**src/rtl/div_pkg.sv**
```systemverilog
// -----------------------------------------------------------------------------
// div_pkg -- shared definitions for the iterative divider.
//
// Holds the divider FSM state encodings, the ready/start level names, the
// zero word and the 64-bit double-register bus type used for {HI, LO}.
// -----------------------------------------------------------------------------
package div_pkg;

  // Divider FSM states, 2-bit encoding.
  typedef enum logic [1:0] {
    DivFree   = 2'b00,
    DivByZero = 2'b01,
    DivOn     = 2'b10,
    DivEnd    = 2'b11
  } div_state_e;

  localparam logic DivResultReady    = 1'b1;
  localparam logic DivResultNotReady = 1'b0;

  localparam logic DivStart = 1'b1;
  localparam logic DivStop  = 1'b0;

  localparam logic [31:0] ZeroWord = 32'h0000_0000;

  // {remainder -> HI, quotient -> LO}
  typedef logic [63:0] DoubleRegBus;

  // Number of shift-subtract steps for a 32-bit quotient.
  localparam logic [5:0] DivIters = 6'd32;

endpackage

```
**src/rtl/div.sv**
```systemverilog
// -----------------------------------------------------------------------------
// div -- 32-bit iterative restoring divider for the EX stage.
//
// One quotient bit is produced per clock. A divide is accepted in FREE when
// start_i is high and annul_i is low; the result appears with ready_o high
// 33 clocks after the accepting edge (1 clock for a zero divisor) and is held
// in END until start_i drops.
//
// Handshake: start_i is a level request held high by the pipeline until it
// has consumed the result; ready_o is high only in END. While a request is
// outstanding and no result is available, stallreq_o freezes the pipeline.
// annul_i cancels an in-flight divide (BYZERO/ON) and is ignored in END.
//
// Ports:
//   clk           in   1   system clock
//   rst           in   1   synchronous active-high reset
//   start_i       in   1   divide request, held until result consumed
//   annul_i       in   1   abort in-flight divide
//   signed_div_i  in   1   1 = div, 0 = divu (only with DIV_SIGNED_EN)
//   opdata1_i     in  32   dividend
//   opdata2_i     in  32   divisor
//   result_o      out 64   {remainder -> HI, quotient -> LO}
//   ready_o       out  1   result valid
//   stallreq_o    out  1   EX stall request (combinational)
//
// Build option: define DIV_SIGNED_EN to support signed division. Without it
// every operand is treated as unsigned and signed_div_i is ignored.
// -----------------------------------------------------------------------------
module div
  import div_pkg::*;
(
  input  logic        clk,
  input  logic        rst,
  input  logic        start_i,
  input  logic        annul_i,
  input  logic        signed_div_i,
  input  logic [31:0] opdata1_i,
  input  logic [31:0] opdata2_i,
  output logic [63:0] result_o,
  output logic        ready_o,
  output logic        stallreq_o
);

  div_state_e  r_state;
  div_state_e  w_next_state;

  logic [5:0]  r_cnt;
  // r_work[64:32] : partial remainder, r_work[31:0] : dividend bits shifting
  // out of the top while quotient bits shift in at the bottom.
  logic [64:0] r_work;
  logic [31:0] r_divisor;
  DoubleRegBus r_result;
  logic        r_ready;

  logic        w_take;
  logic        w_cnt_done;
  logic [31:0] w_op1_abs;
  logic [31:0] w_op2_abs;
  logic [32:0] w_shifted;
  logic [33:0] w_diff;
  logic        w_ge;
  logic [31:0] w_quot;
  logic [31:0] w_rem;
  DoubleRegBus w_final;
  logic        w_unused_top;

  assign w_take     = (start_i == DivStart) && !annul_i;
  assign w_cnt_done = (r_cnt == DivIters);

  // ---------------------------------------------------------------------------
  // Operand conditioning and sign correction
  // ---------------------------------------------------------------------------
`ifdef DIV_SIGNED_EN
  logic r_neg_q;
  logic r_neg_r;

  assign w_op1_abs = (signed_div_i && opdata1_i[31]) ? (ZeroWord - opdata1_i) : opdata1_i;
  assign w_op2_abs = (signed_div_i && opdata2_i[31]) ? (ZeroWord - opdata2_i) : opdata2_i;

  // Signs are captured at the start edge so later operand changes are ignored.
  always_ff @(posedge clk) begin
    if (rst) begin
      r_neg_q <= 1'b0;
      r_neg_r <= 1'b0;
    end else if (r_state == DivFree && w_take) begin
      r_neg_q <= signed_div_i & (opdata1_i[31] ^ opdata2_i[31]);
      r_neg_r <= signed_div_i & opdata1_i[31];
    end
  end

  // Quotient negated when signs differ; remainder follows the dividend sign.
  // 0x80000000 / -1 wraps naturally: |q| = 0x80000000, negated is itself.
  assign w_final = {(r_neg_r ? (ZeroWord - w_rem)  : w_rem),
                    (r_neg_q ? (ZeroWord - w_quot) : w_quot)};
`else
  logic w_unused_signed;

  assign w_unused_signed = signed_div_i;
  assign w_op1_abs       = opdata1_i;
  assign w_op2_abs       = opdata2_i;
  assign w_final         = {w_rem, w_quot};
`endif

  // ---------------------------------------------------------------------------
  // Restoring shift-subtract step
  // ---------------------------------------------------------------------------
  // The partial remainder is always below the divisor, so it fits in 32 bits;
  // shifting in the next dividend bit needs 33 bits, and the compare is done
  // one bit wider so the borrow is the "remainder < divisor" flag.
  assign w_shifted    = {r_work[63:32], r_work[31]};
  assign w_diff       = {1'b0, w_shifted} - {2'b00, r_divisor};
  assign w_ge         = ~w_diff[33];
  assign w_quot       = r_work[31:0];
  assign w_rem        = r_work[63:32];
  assign w_unused_top = r_work[64];

  // ---------------------------------------------------------------------------
  // FSM
  // ---------------------------------------------------------------------------
  always_ff @(posedge clk) begin
    if (rst) begin
      r_state <= DivFree;
    end else begin
      r_state <= w_next_state;
    end
  end

  always_comb begin
    w_next_state = r_state;
    case (r_state)
      DivFree: begin
        if (w_take) begin
          w_next_state = (opdata2_i == ZeroWord) ? DivByZero : DivOn;
        end
      end
      DivByZero: begin
        w_next_state = annul_i ? DivFree : DivEnd;
      end
      DivOn: begin
        if (annul_i) begin
          w_next_state = DivFree;
        end else if (w_cnt_done) begin
          w_next_state = DivEnd;
        end
      end
      DivEnd: begin
        if (start_i == DivStop) begin
          w_next_state = DivFree;
        end
      end
      default: w_next_state = DivFree;
    endcase
  end

  // ---------------------------------------------------------------------------
  // Datapath
  // ---------------------------------------------------------------------------
  always_ff @(posedge clk) begin
    if (rst) begin
      r_cnt     <= 6'd0;
      r_work    <= 65'd0;
      r_divisor <= ZeroWord;
      r_result  <= {ZeroWord, ZeroWord};
      r_ready   <= DivResultNotReady;
    end else begin
      case (r_state)
        DivFree: begin
          if (w_take) begin
            r_cnt     <= 6'd0;
            r_work    <= {33'd0, w_op1_abs};
            r_divisor <= w_op2_abs;
          end
        end
        DivByZero: begin
          r_result <= {ZeroWord, ZeroWord};
          r_ready  <= annul_i ? DivResultNotReady : DivResultReady;
        end
        DivOn: begin
          if (annul_i) begin
            r_result <= {ZeroWord, ZeroWord};
            r_ready  <= DivResultNotReady;
          end else if (!w_cnt_done) begin
            r_work <= w_ge ? {w_diff[32:0], r_work[30:0], 1'b1}
                           : {w_shifted,    r_work[30:0], 1'b0};
            r_cnt  <= r_cnt + 6'd1;
          end else begin
            r_result <= w_final;
            r_ready  <= DivResultReady;
          end
        end
        DivEnd: begin
          if (start_i == DivStop) begin
            r_result <= {ZeroWord, ZeroWord};
            r_ready  <= DivResultNotReady;
          end
        end
        default: begin
          r_ready <= DivResultNotReady;
        end
      endcase
    end
  end

  assign result_o   = r_result;
  assign ready_o    = r_ready;
  assign stallreq_o = start_i & ~r_ready & ~annul_i;

endmodule
```
**config.mk**
```make
export PLATFORM = sky130hd
export DESIGN_NAME = div
export DESIGN_NICKNAME = d
export VERILOG_FILES = /design/src/rtl/div_pkg.sv /design/src/rtl/div.sv
export SDC_FILE = /design/constraint.sdc
export NUM_CORES = 1
export LEC_CHECK = 0
export ABC_CLOCK_PERIOD_IN_PS = 4100
export BUFFER_PORTS_ARGS = -buffer_cell sky130_fd_sc_hd__buf_4
export CORE_MARGIN = 5
export CORE_UTILIZATION = 40
export DETAILED_ROUTE_END_ITERATION = 8
export PLACE_DENSITY = 0.63
export REMOVE_ABC_BUFFERS = 1
export SYNTH_ARGS = -nofsm -noshare
export SYNTH_HDL_FRONTEND = slang
export SYNTH_SLANG_ARGS = --single-unit
```
**constraint.sdc**
```tcl
create_clock -name clk -period 4.1 [get_ports clk]
set_clock_uncertainty 0.1 [all_clocks]
set_input_delay 0.41 -clock clk [delete_from_list [all_inputs] [get_ports clk]]
set_output_delay 0.41 -clock clk [all_outputs]
set_load 0.005 [all_outputs]
```
### Word-level counts from Yosys, hierarchy flattened

Cells that the tools add are included.

* add/sub/neg operators: 2
* bitwise logic cells: 4
* equal/unequal tests: 9
* muxes and demuxes: 25
* reductions and logical operators: 10

Operators with widths (number)
* 2-to-1 mux 64 bit: 7
* case mux 64 bit (3 select lines): 1
* case mux 64 bit (2 select lines): 1
* subtractor 33 x 32 -> 34 bit: 1
* zero test 32 bit: 1
* 2-to-1 mux 6 bit: 3
* 2-to-1 mux 2 bit: 6
* case mux 6 bit (2 select lines): 1
* inequality test 2 bit, second input constant: 4
* case mux 2 bit (4 select lines): 1
* adder 6 x 1 -> 6 bit, second input constant: 1
* == test 6 bit, second input constant: 1
* AND reduction 3 bit: 2
* == test 2 bit, second input constant: 2
* 2-to-1 mux 1 bit: 4
* AND reduction 4 bit: 1
* inequality test 3 bit, second input constant: 1
* case mux 1 bit (3 select lines): 1
* nonzero test 3 bit: 1
* bitwise AND 1 bit: 2
* == test 2 x 1 -> 1 bit, second input constant: 1
* zero test 2 bit: 1
* NOT 1 bit: 2
* AND reduction 2 bit: 1
* other kinds (3): 3

* output and inout bits: 66
* input bits: 69
* flip-flop bits (word level): 169

### Logic depth before layout (Yosys ltp)

* depth in word-level cells: 5
* mapped depth: 13

### Worst setup path before layout

Ideal clock, no wire load.

* path type: reg2reg
* start: register r_divisor[1]
* end: register r_work[34]
* path slack: 1.587 ns
* data required time: 3.872 ns
* arrival time: 2.286 ns
* cell stages (with the launch flop): 13
* cell sequence: dfxtp_1 -> inv_1 -> ha_1 -> nor2b_1 -> o31a_1 -> o311ai_2 -> a311oi_2 -> o211ai_2 -> and2_1 -> buf_2 -> nor3_1 -> a21oi_1 -> o21ai_1

* cells in the longest elaborated chain, start to end: 5

RTL lines
* start: declaration: line div.sv:51 `logic [31:0] r_divisor;`
* start signal: assignment: line div.sv:162 `r_divisor <= ZeroWord;`
* start signal: assignment: line div.sv:171 `r_divisor <= w_op2_abs;`
* subtractor 33 x 32 -> 34 bit: line div.sv:111 `assign w_diff = {1'b0, w_shifted} - {2'b00, r_divisor};`
* 2-to-1 mux 64 bit: line div.sv:183 `r_work <= w_ge ? {w_diff[32:0], r_work[30:0], 1'b1}`
* 2-to-1 mux 64 bit: line div.sv:182 `end else if (!w_cnt_done) begin`
* 2-to-1 mux 64 bit: line div.sv:179 `if (annul_i) begin`
* case mux 64 bit (2 select lines): line div.sv:166 `case (r_state)`
* end signal: assignment: line div.sv:170 `r_work <= {33'd0, w_op1_abs};`
* end signal: assignment: line div.sv:183
* end: declaration: line div.sv:50 `logic [64:0] r_work;`

No other way between the ends. The select of a mux whose other input is x is not followed.
A chain may end at the register's enable or synchronous reset.

### Final worst setup path

* start: register r_cnt[0]
* end: register r_work[56]

* cells in the longest elaborated chain, start to end: 3

RTL lines
* start: declaration: line div.sv:47 `logic [5:0] r_cnt;`
* start signal: assignment: line div.sv:185 `r_cnt <= r_cnt + 6'd1;`
* == test 6 bit: line div.sv:68 `assign w_cnt_done = (r_cnt == DivIters);`
* inequality test 2 bit (no source line)
* AND reduction 4 bit (no source line)

No other way between the ends.

==> impl_metrics.env <==
export IMPL_core_mm2=0.02082
export IMPL_netlist_top_cells_count="sky130_fd_sc_hd__nand2_1, sky130_fd_sc_hd__dfxtp_1, sky130_fd_sc_hd__a21oi_1"
export IMPL_post_synth_top_count_cell="sky130_fd_sc_hd__nand2_1"
export IMPL_cap_viol_max_count=0
export IMPL_cts_htree_levels=4
export IMPL_cts_root_buffer="sky130_fd_sc_hd__clkbuf_16"
export IMPL_final_max_slew_viol_count=0
export IMPL_status="finished clean"
export IMPL_holdWs_ps=142.2
export IMPL_worst_ir_drop_vdd_mv=0.3165
export IMPL_cp_slowest_stage_delay_ps=830
export IMPL_flow_area_growth_from_synthesis_pct=20.92
export IMPL_power_density_cell_area_mw_per_mm2=641.0
export IMPL_criticalPathCategory="flop to flop"
export IMPL_detail_route_wl_per_cell_um=15.36
export IMPL_initial_core_utilization=0.4024
export IMPL_route_detailed_vias_per_inst=5.301
export IMPL_worst_ep_arrival_time_ps=3510
export IMPL_critical_path_peak_fanout=20
export IMPL_detailedRoute_firstPassIterationCount=5
export IMPL_critical_path_endpoint_type="flop"
export IMPL_synth_top_cells_by_area="sky130_fd_sc_hd__dfxtp_1, sky130_fd_sc_hd__a21oi_1, sky130_fd_sc_hd__nand2_1"
export IMPL_drt_antenna_violating_nets=0
export IMPL_synth_top_area_frac=0.4038
export IMPL_timing_critical_path_max_delay_family="simple AND/OR/NAND/NOR gates"
export IMPL_layout_drive_gt1_share=0.1698
export IMPL_route_final_wire_length_mm=22.32
export IMPL_placement_row_count=53
export IMPL_least_margin_pin_slew_ps=1077
export IMPL_cts_tree="yes"
export IMPL_yosys_warnings=0
export IMPL_drc_errors=0
export IMPL_worst_ep_required_time_ps=4370
export IMPL_cts_resized_gates=0
export IMPL_post_synthesis_cells=1068
export IMPL_clock_latency_ps=430
export IMPL_avgSynthCellArea_um2=7.845
export IMPL_multi_input_area_mm2=0.004593
export IMPL_grt_pass1_wl_mm=36.90
export IMPL_grt_usage=0.1863
export IMPL_slowest_stage_cell_crit_path="sky130_fd_sc_hd__nor2_1"
export IMPL_synth_top_cell_by_area="sky130_fd_sc_hd__dfxtp_1"
export IMPL_final_nets=1272
export IMPL_final_min_period_over_clock_period=0.7902
export IMPL_timing_final_hold_violations=0
export IMPL_synthFlopType="sky130_fd_sc_hd__dfxtp_1"
export IMPL_critical_path_startpoint_type="flop"
export IMPL_final_core_util=0.4865
export IMPL_worst_hold_path_type="input pin to flop"
export IMPL_synth_area_mm2=0.008378
export IMPL_hpwl_mm=15.40
export IMPL_design_portCount=135
export IMPL_ctsHoldBuffers=0
export IMPL_yosysSeqAreaShare=0.4038
export IMPL_clock_sinks=169
export IMPL_clkSlewWorstSetupHoldPaths_ps=70
export IMPL_synth_enable_flop_cells=0
export IMPL_grt_setup_unrepaired="no"
export IMPL_crit_buf_inv=2
export IMPL_total_leakage_power_nw=4.026
export IMPL_filler_instances=2076
export IMPL_final_seq_area_mm2=0.003383
export IMPL_fmaxAchievable_ghz=0.3087
export IMPL_finalCriticalPeriod_ps=3240
export IMPL_antenna_cells=0
export IMPL_cts_buffers=17
export IMPL_synth_async_reset_ratio=0
export IMPL_synth_cell_types=58
export IMPL_clock_buffer_depth=2
export IMPL_grt_antenna_before_repair=0
export IMPL_finalWeightedCongestion=0.8796
export IMPL_maximum_number_of_pins_on_one_net_before_global_route_repair=84
export IMPL_dr_total_vias=7702
export IMPL_setup_slack_ps=860.2
export IMPL_detailedPlace_worstSlack_ps=798.1
export IMPL_first_iter_violations=420
export IMPL_first_global_vias=7386
export IMPL_post_cts_buffers=0
export IMPL_tns_ps=0
export IMPL_count_of_buffers_from_port_buffering=133
export IMPL_die_h_um=154.7
export IMPL_worstPathCellList="inv_1 > ha_1 > nor4b_1 > a21boi_1 > o21ai_1 > buf_4 > nor2_1 > nand2_1 > o22ai_1 > a21o_1"
export IMPL_fp_dieW_um=154.7
export IMPL_design_die_area_mm2=0.02394
export IMPL_synth_seq_cells=169
export IMPL_timing_final_setup_violations=0
export IMPL_timing_slew_headroom=0.2793
export IMPL_grt_overflow_total=0
[layout make-up]
type                            count  area share
Multi-Input combinational cell    789      0.4534
Clock buffer                       17     0.04199
Clock inverter                     15     0.01297
Timing Repair Buffer              146      0.1082
Sequential cell                   169      0.3339
Tap cell                          275     0.03396
Inverter                           42     0.01556
[kinds of logic (layout without fill, tap and decap cells)]
family          after synthesis  in the layout  share of synthesized area
flops                       169            169                     0.4038
simple gates                422            422                     0.2257
xor+xnor                     25             25                    0.02614
mux                          33             33                    0.03943
compound gates              271            271                     0.1967
buf+inv                     110            220                    0.05063
fa+ha+maj                    38             38                    0.05765
[registers in the layout, indices dropped and copies added (netlist names)]
name       count
r_cnt          6
r_divisor     32
r_state        2
r_work        64
ready_o        1
result_o      64
[where the power goes]
part / switching [mW] / total, mW / internal (mW)
Sequential: 0.152 / 1.99 / 1.84
Clock: 0.740 / 1.54 / 0.800
Combinational: 1.85 / 2.96 / 1.11
Total: 2.74 / 6.49 / 3.75
[metrics by stage]
step / power, mW / cell area (um2) / std cells
floorplan: 4.126 / 8112 / 1000
detailed placement: 5.002 / 9574 / 1421
global placement: 4.971 / 9574 / 1421
CTS: 6.559 / 10130 / 1453
finish: 6.494 / 10130 / 1453
global route: 6.978 / 10130 / 1453
[worst paths after layout]
path                                     from            end  slack, ps  cells past startpoint
worst max-delay path                 r_cnt[0]     r_work[56]        860                     10
worst min-delay path            opdata2_i[18]  r_divisor[18]        140                      3
worst max register to register       r_cnt[0]     r_work[56]        860                     10
worst min register to register   result_o[49]   result_o[49]        350                      2
[layout by cell type, fill, tap and decap left out, types with 8 or more instances in the layout]
cell	count
sky130_fd_sc_hd__buf_4	146
sky130_fd_sc_hd__a21oi_1	138
sky130_fd_sc_hd__a211oi_1	21
sky130_fd_sc_hd__dfxtp_1	169
sky130_fd_sc_hd__ha_1	37
sky130_fd_sc_hd__xnor2_1	9
sky130_fd_sc_hd__xor2_1	16
sky130_fd_sc_hd__mux2i_1	33
sky130_fd_sc_hd__o21ai_0	17
sky130_fd_sc_hd__nand2_1	175
sky130_fd_sc_hd__nor4_1	24
sky130_fd_sc_hd__clkbuf_16	17
sky130_fd_sc_hd__nor2_1	98
sky130_fd_sc_hd__inv_1	41
sky130_fd_sc_hd__a21o_1	17
sky130_fd_sc_hd__nand3_1	69
sky130_fd_sc_hd__nand4_1	8
sky130_fd_sc_hd__nor2b_1	8
sky130_fd_sc_hd__o21ai_1	32
sky130_fd_sc_hd__a32oi_1	8
[layer usage]
layer	vias up	global-route usage	part of all wire
met1	3592	0.2533	0.47
met5	-	0	0
met2	173	0.2933	0.45
li1	3911	-	-
met4	0	0.05509	0.015
met3	26	0.04701	0.063
[worst register-to-register path: stages, from the launching register on]
cell and delay [ps]:
sky130_fd_sc_hd__dfxtp_1 400, sky130_fd_sc_hd__inv_1 60, sky130_fd_sc_hd__ha_1 190, sky130_fd_sc_hd__nor4b_1 140
sky130_fd_sc_hd__a21boi_1 240, sky130_fd_sc_hd__o21ai_1 100, sky130_fd_sc_hd__buf_4 220, sky130_fd_sc_hd__nor2_1 830
sky130_fd_sc_hd__nand2_1 490, sky130_fd_sc_hd__o22ai_1 300, sky130_fd_sc_hd__a21o_1 100
No activity file was read; power rests on OpenSTA's default activity.
